$ cat src/rtl/audio_pkg.sv
// audio_pkg: shared types and helpers for the audio capture controller.
//   state_e  - capture FSM state encoding
//   DataW    - default sample width
//   AddrW    - default sample RAM address width
//   sat_abs  - saturating magnitude of a sign-extended sample of width w
package audio_pkg;

    localparam int unsigned DataW = 16;
    localparam int unsigned AddrW = 14;

    typedef enum logic [1:0] {
        StIdle    = 2'd0,
        StArm     = 2'd1,
        StCapture = 2'd2,
        StDone    = 2'd3
    } state_e;

    // |x| for a w-bit two's complement value carried sign-extended in 32 bits.
    // The most negative value has no positive twin, so it clamps to the max positive.
    function automatic logic [31:0] sat_abs(input logic signed [31:0] x, input int unsigned w);
        logic [31:0] lim;
        logic [31:0] mag;
        lim = (32'd1 << (w - 1)) - 32'd1;
        mag = x[31] ? 32'(-x) : 32'(x);
        return (mag > lim) ? lim : mag;
    endfunction

endpackage

$ cat src/rtl/audio_trig_detect.sv
// audio_trig_detect: amplitude trigger for the capture controller.
// Registers the saturating magnitude of each strobed sample and flags a hit in
// the following cycle, aligned with the registered sample.
//   clk_i, rst_ni   - clock, asynchronous active-low reset
//   sample_valid_i  - sample strobe (already qualified by the caller)
//   sample_i        - signed sample
//   level_i         - unsigned threshold on |sample|
//   hit_o           - one-cycle pulse: registered |sample| >= level_i
module audio_trig_detect
    import audio_pkg::*;
#(
    parameter int unsigned DATA_W = DataW
) (
    input  logic              clk_i,
    input  logic              rst_ni,
    input  logic              sample_valid_i,
    input  logic [DATA_W-1:0] sample_i,
    input  logic [DATA_W-1:0] level_i,
    output logic              hit_o
);

    logic              vld_q;
    logic [DATA_W-1:0] abs_q;

    always_ff @(posedge clk_i or negedge rst_ni) begin
        if (!rst_ni) begin
            vld_q <= 1'b0;
            abs_q <= '0;
        end else begin
            vld_q <= sample_valid_i;
            if (sample_valid_i) begin
                abs_q <= DATA_W'(sat_abs(32'(signed'(sample_i)), DATA_W));
            end
        end
    end

    assign hit_o = vld_q && (abs_q >= level_i);

endmodule

$ cat src/rtl/audio_capture_ctrl.sv
// audio_capture_ctrl: sequences microphone samples into a single-port sample RAM.
//   clk_i, rst_ni        - clock, asynchronous active-low reset
//   start_i, stop_i      - single-cycle software commands
//   mode_cont_i          - 0 one-shot, 1 continuous ring capture
//   trig_en_i            - wait for amplitude trigger before capturing
//   trig_level_i         - trigger threshold on |sample|
//   len_i                - one-shot length (0 = full RAM)
//   data_mic_valid_i     - sample strobe
//   data_mic_i           - sample data
//   mem_we_o/addr/wdata  - RAM write port, write lands the cycle after a strobe
//   busy_o, armed_o      - status (ARM or CAPTURE / ARM only)
//   done_o               - one-cycle pulse on entry to DONE
//   wrapped_o            - sticky ring-wrap flag since last start
//   count_o              - samples written since start, saturating at 2^ADDR_W
module audio_capture_ctrl
    import audio_pkg::*;
#(
    parameter int unsigned ADDR_W = AddrW,
    parameter int unsigned DATA_W = DataW
) (
    input  logic              clk_i,
    input  logic              rst_ni,
    input  logic              start_i,
    input  logic              stop_i,
    input  logic              mode_cont_i,
    input  logic              trig_en_i,
    input  logic [DATA_W-1:0] trig_level_i,
    input  logic [ADDR_W-1:0] len_i,
    input  logic              data_mic_valid_i,
    input  logic [DATA_W-1:0] data_mic_i,
    output logic              mem_we_o,
    output logic [ADDR_W-1:0] mem_addr_o,
    output logic [DATA_W-1:0] mem_wdata_o,
    output logic              busy_o,
    output logic              armed_o,
    output logic              done_o,
    output logic              wrapped_o,
    output logic [ADDR_W:0]   count_o
);

    localparam logic [ADDR_W:0]   CountMax = {1'b1, {ADDR_W{1'b0}}};
    localparam logic [ADDR_W:0]   CountOne = (ADDR_W + 1)'(1);
    localparam logic [ADDR_W-1:0] AddrOne  = ADDR_W'(1);

    state_e            state_q;
    logic              mode_cont_q;
    logic [DATA_W-1:0] level_q;
    logic [ADDR_W:0]   len_eff_q;
    logic              vld_q;
    logic [DATA_W-1:0] smp_q;
    logic [ADDR_W-1:0] addr_q;
    logic [ADDR_W-1:0] addr_last_q;
    logic [DATA_W-1:0] data_last_q;
    logic [ADDR_W:0]   count_q;
    logic              wrapped_q;
    logic              stop_pend_q;

    logic              busy;
    logic              accept;
    logic              hit;
    logic              write_en;
    logic              last_write;
    logic [ADDR_W:0]   count_inc;

    assign busy   = (state_q == StArm) || (state_q == StCapture);
    // Strobes outside ARM/CAPTURE never enter the write pipeline.
    assign accept = data_mic_valid_i && busy;

    audio_trig_detect #(
        .DATA_W (DATA_W)
    ) u_trig (
        .clk_i          (clk_i),
        .rst_ni         (rst_ni),
        .sample_valid_i (accept),
        .sample_i       (data_mic_i),
        .level_i        (level_q),
        .hit_o          (hit)
    );

    // The write stage is the cycle after the strobe; in ARM the trigger hit
    // arrives in that same cycle, so the triggering sample is written on time.
    assign write_en   = vld_q && ((state_q == StCapture) || ((state_q == StArm) && hit));
    assign count_inc  = (count_q == CountMax) ? count_q : count_q + CountOne;
    assign last_write = !mode_cont_q && (count_inc == len_eff_q);

    always_ff @(posedge clk_i or negedge rst_ni) begin
        if (!rst_ni) begin
            state_q     <= StIdle;
            mode_cont_q <= 1'b0;
            level_q     <= '0;
            len_eff_q   <= '0;
            vld_q       <= 1'b0;
            smp_q       <= '0;
            addr_q      <= '0;
            addr_last_q <= '0;
            data_last_q <= '0;
            count_q     <= '0;
            wrapped_q   <= 1'b0;
            stop_pend_q <= 1'b0;
        end else begin
            vld_q <= accept;
            if (accept) begin
                smp_q <= data_mic_i;
            end

            if (write_en) begin
                addr_q      <= addr_q + AddrOne;
                addr_last_q <= addr_q;
                data_last_q <= smp_q;
                count_q     <= count_inc;
                if (mode_cont_q && (&addr_q)) begin
                    wrapped_q <= 1'b1;
                end
            end

            unique case (state_q)
                StIdle: begin
                    // start beats a simultaneous stop simply by not looking at stop here
                    if (start_i) begin
                        mode_cont_q <= mode_cont_i;
                        level_q     <= trig_level_i;
                        len_eff_q   <= (len_i == '0) ? CountMax : {1'b0, len_i};
                        addr_q      <= '0;
                        count_q     <= '0;
                        wrapped_q   <= 1'b0;
                        stop_pend_q <= 1'b0;
                        state_q     <= trig_en_i ? StArm : StCapture;
                    end
                end
                StArm: begin
                    if (write_en) begin
                        state_q <= (stop_i || last_write) ? StDone : StCapture;
                    end else if (stop_i) begin
                        state_q <= StIdle;
                    end
                end
                StCapture: begin
                    if (write_en) begin
                        if (stop_i || stop_pend_q || last_write) begin
                            state_q <= StDone;
                        end
                    end else if (stop_i) begin
                        // A stop alongside a strobe waits one cycle for that sample's write.
                        if (data_mic_valid_i) begin
                            stop_pend_q <= 1'b1;
                        end else begin
                            state_q <= StDone;
                        end
                    end
                end
                StDone: begin
                    state_q <= StIdle;
                end
                default: begin
                    state_q <= StIdle;
                end
            endcase
        end
    end

    // Address/data hold the last written values while no write is in progress.
    assign mem_we_o    = write_en;
    assign mem_addr_o  = write_en ? addr_q : addr_last_q;
    assign mem_wdata_o = write_en ? smp_q : data_last_q;
    assign busy_o      = busy;
    assign armed_o     = (state_q == StArm);
    assign done_o      = (state_q == StDone);
    assign wrapped_o   = wrapped_q;
    assign count_o     = count_q;

endmodule
$ cat config.mk
export PLATFORM = sky130hd
export DESIGN_NAME = audio_capture_ctrl
export DESIGN_NICKNAME = d
export VERILOG_FILES = /design/src/rtl/audio_pkg.sv /design/src/rtl/audio_trig_detect.sv /design/src/rtl/audio_capture_ctrl.sv
export SDC_FILE = /design/constraint.sdc
export NUM_CORES = 1
export LEC_CHECK = 0
export ABC_AREA = 1
export CAP_MARGIN = 20
export CELL_PAD_IN_SITES_DETAIL_PLACEMENT = 1
export CELL_PAD_IN_SITES_GLOBAL_PLACEMENT = 2
export CORE_ASPECT_RATIO = 1.25
export CORE_MARGIN = 2
export CORE_UTILIZATION = 34
export DETAILED_ROUTE_END_ITERATION = 8
export PLACE_DENSITY = 0.89
export RECOVER_POWER = 100
export SLEW_MARGIN = 20
export SYNTH_ARGS = -nofsm -noshare
export SYNTH_HDL_FRONTEND = slang
export SYNTH_SLANG_ARGS = --single-unit
$ cat constraint.sdc
create_clock -name clk_i -period 5.2 [get_ports clk_i]
set_clock_uncertainty 0.15 [all_clocks]
set_input_delay 0.78 -clock clk_i [delete_from_list [all_inputs] [get_ports clk_i]]
set_output_delay 0.78 -clock clk_i [all_outputs]
set_load 0.05 [all_outputs]
==> results of run 1 <==
power by group:
part	total (mW)	switching (mW)	leakage, nW	internal, mW
logic	2.34	1.59	2.05	0.745
clock network	1.19	0.479	0.274	0.711
registers	1.67	0.295	1.63	1.38
total	5.20	2.36	3.96	2.83
per-stage QoR:
| stage | hold WS, ns | total power, mW | setup slack, ns | std cells | instance area [um2] |
|---|---|---|---|---|---|
| floorplan | 0.299 | 3.35 | 1.50 | 814 | 6610 |
| global placement | 0.301 | 4.09 | 1.04 | 1129 | 7810 |
| detailed placement | 0.307 | 4.13 | 0.966 | 1129 | 7810 |
| CTS | 0.322 | 5.36 | 0.493 | 1161 | 8400 |
| global route | 0.349 | 5.62 | 0.128 | 1161 | 8310 |
| finish | 0.311 | 5.20 | 0.451 | 1161 | 8310 |
sequential cells by signal (all words and copies together) (netlist names), 2 cells and up:
name	flops
len_eff_q	15
addr_last_q	14
u_trig.abs_q	16
state_q	2
addr_q	14
data_last_q	16
level_q	16
count_o	15
smp_q	16
worst paths after layout:
path | startpoint | endpoint | slack [ns] | depth (start not counted)
min in group asynchronous | rst_ni | addr_last_q[9] | 1.45 | 1
max reg2reg | state_q[0] | len_eff_q[14] | 1.36 | 8
min reg2reg | addr_last_q[4] | addr_last_q[4] | 0.31 | 2
max | u_trig.abs_q[15] | mem_addr_o[13] | 0.45 | 11
max in group asynchronous | rst_ni | data_last_q[15] | 1.00 | 2
min | addr_last_q[4] | addr_last_q[4] | 0.31 | 2
worst register-to-register path, stage by stage (launching register included):
cell      delay [ns]
dfrtp_1         0.41
inv_1           0.10
ha_1            0.24
nand2_1         0.07
clkbuf_1        1.14
inv_1           0.48
clkbuf_2        0.66
nand4_1         0.31
o21ai_0         0.12
cell usage in the layout (no fill, tap or decap), types with 2 or more instances in the layout:
cell	synthesis	layout
nor4_1	2	2
clkbuf_2	1	3
xor2_1	13	13
nand3b_1	4	4
clkinv_4	0	3
o21a_1	3	3
dlygate4sd3_1	0	39
a211oi_1	2	2
a21oi_1	45	45
or2_2	2	2
clkinv_2	0	2
inv_1	85	85
nor2_1	56	57
nand4_1	13	14
nand3_1	25	26
nand3_2	4	3
o21bai_1	2	2
inv_6	0	2
nand2_4	2	2
bufinv_16	0	2
nor2_4	4	3
dfrtp_1	128	128
nor2_2	6	6
nor3_1	13	13
clkinvlp_4	0	5
ha_1	25	25
clkdlybuf4s50_1	0	50
a31oi_1	6	6
nand2_1	240	240
o21ai_0	78	78
clkbuf_16	0	17
buf_4	0	2
nand2_2	3	3
a41oi_1	2	2
clkbuf_1	20	16
xnor2_1	4	4
logic make-up after synthesis:
logic type / Yosys count
AO/OA/AOI/OAI: 144
XOR/XNOR: 19
adder cells (fa/ha/maj): 25
buffers and inverters: 118
flip-flops: 128
AND/OR/NAND/NOR: 380
routing by layer:
layer / track usage / routed length, um / vias to the layer above
met5: 0 / 0 / -
met4: 0.0603 / 369 / 0
li1: - / - / 2818
met3: 0.0338 / 581 / 23
met2: 0.330 / 9260 / 110
met1: 0.238 / 8100 / 2716
final cells by class:
class                      instances  area [um2]
timing repair buffer             110         981
multi-input combinational        568        2920
sequential                       128        3200
clock buffer                      17         425
fill                            2339       10900
clock inverter                    15         163
inverter                          87         327
tap                              236         295
==> reports/metrics.yaml, run 1 <==
status: "complete, but fails checks"
violations: "max-capacitance violations, max-slew violations"
tightest_slew_ns: 3.60
vias_per_cell: 4.88
final_hold_viol_count: 0
critPathBufInv: 2
synth_commonest_cells: "nand2_1 (240), dfrtp_1 (128), inv_1 (85)"
critPathTopFamily: "simple AND/OR/NAND/NOR gates"
slowest_delay_ns: 0.88
grt_pass1_vias: 5989
fin_util: 0.432
cts_buffers: 17
synth_warnings: 0
die_h_um: 160
synth-adder-area-share: 0.0473
synth_compound_area_frac: 0.116
dp_hpwl_um: 13600
ys_seq_area_frac: 0.485
yosys.area.top_type: "dfrtp_1"
grt_start_max_net_pins: 63
io_buffers: 102
syn_nets: 892
peakVddDrop_mv: 0.448
wl_per_cell_um: 15.8
synth_edf_count: 0
postSynthAreaPerCell_um2: 8.12
finalCriticalPeriod_ns: 4.75
cts_tree: "done"
syn_to_final_growth_pct: 25.7
slowest_stage: "dlygate4sd3_1"
h-tree-depth: 4
rows: 57
synthesis.instances: 814
drive_above_1_share: 0.0649
first_pass_iters: 4
drtIter0Drc: 200
critical_path_class: "register to output pin"
synth_top_family_by_area: "simple AND/OR/NAND/NOR gates"
fmax_ghz: 0.211
insertion_delay_ns: 0.42
finalSetupTns_ns: 0
min_period_over_period: 0.913
vias: 5667
crit_chain: "ha_1 > nand2_1 > nor4_2 > nand2_1 > nand3_1 > nand3_1 > nand2_2 > buf_4 > nand2_1 > nand2_1 > dlygate4sd3_1"
crit_top_cell: "nand2_1"
yosys.cell_count.top_type: "nand2_1"
clk_pin_slew_ns: 0.06
syn_area_mm2: 0.00661
p_per_area_mw_per_mm2: 626
async_flop_share: 1.00
yosys_most_used_dff: "dfrtp_1"
cts-resized-gates: 0
cp-start-kind: "register"
drc: 0
synth_xor_area_frac: 0.0284
diodes: 0
slew_viol_final: 103
track_usage: 0.190
clock-root-buffer: "clkbuf_16"
drt_wl_total_um: 18300
dieArea_mm2: 0.0206
ant_nets: 0
ys_types: 46
grt-ovfl-total: 0
start_util: 0.343
clk_path_buf_depth: 2
clock_sinks: 128
hold_buffers: 0
fp.dieW_um: 129
rsz0062_at_grt: "no"
ys_seq_elements: 128
routabilityCongestion: 0.799
hp-class: "register to register"
antenna_found_initial: 0
relSlewSlack: -1.40
synthSimpleGateAreaFrac: 0.253
p_leak_nw: 3.96
arrival_ns: 3.82
final_nets: 990
required_ns: 4.27
ios: 103
end_kind: "output pin"
post_cts_buffers: 0
drv_cap: 2
synthMuxAreaShare: 0
synth_top_area_share: 0.485
grt_pass1_wl_um: 30800
worst-path-max-fanout: 38
synth_area_leaders: "dfrtp_1 (48%), nand2_1 (14%), o21ai_0 (5.9%)"
fp.coreArea_mm2: 0.0193
finalSetupViolations: 0
Note: power is estimated with default switching activity, not from simulation.
==> run 2, diff against run 1 <==
- CTS_CLUSTER_DIAMETER: default -> 50
==> results of run 2 <==
Final layout, timing and power as in run 1 (identical DEF).
==> run 3, diff against run 2 <==
- CAP_MARGIN: 20 -> 15
==> results of run 3 <==
Final layout, timing and power as in run 1 (identical DEF).
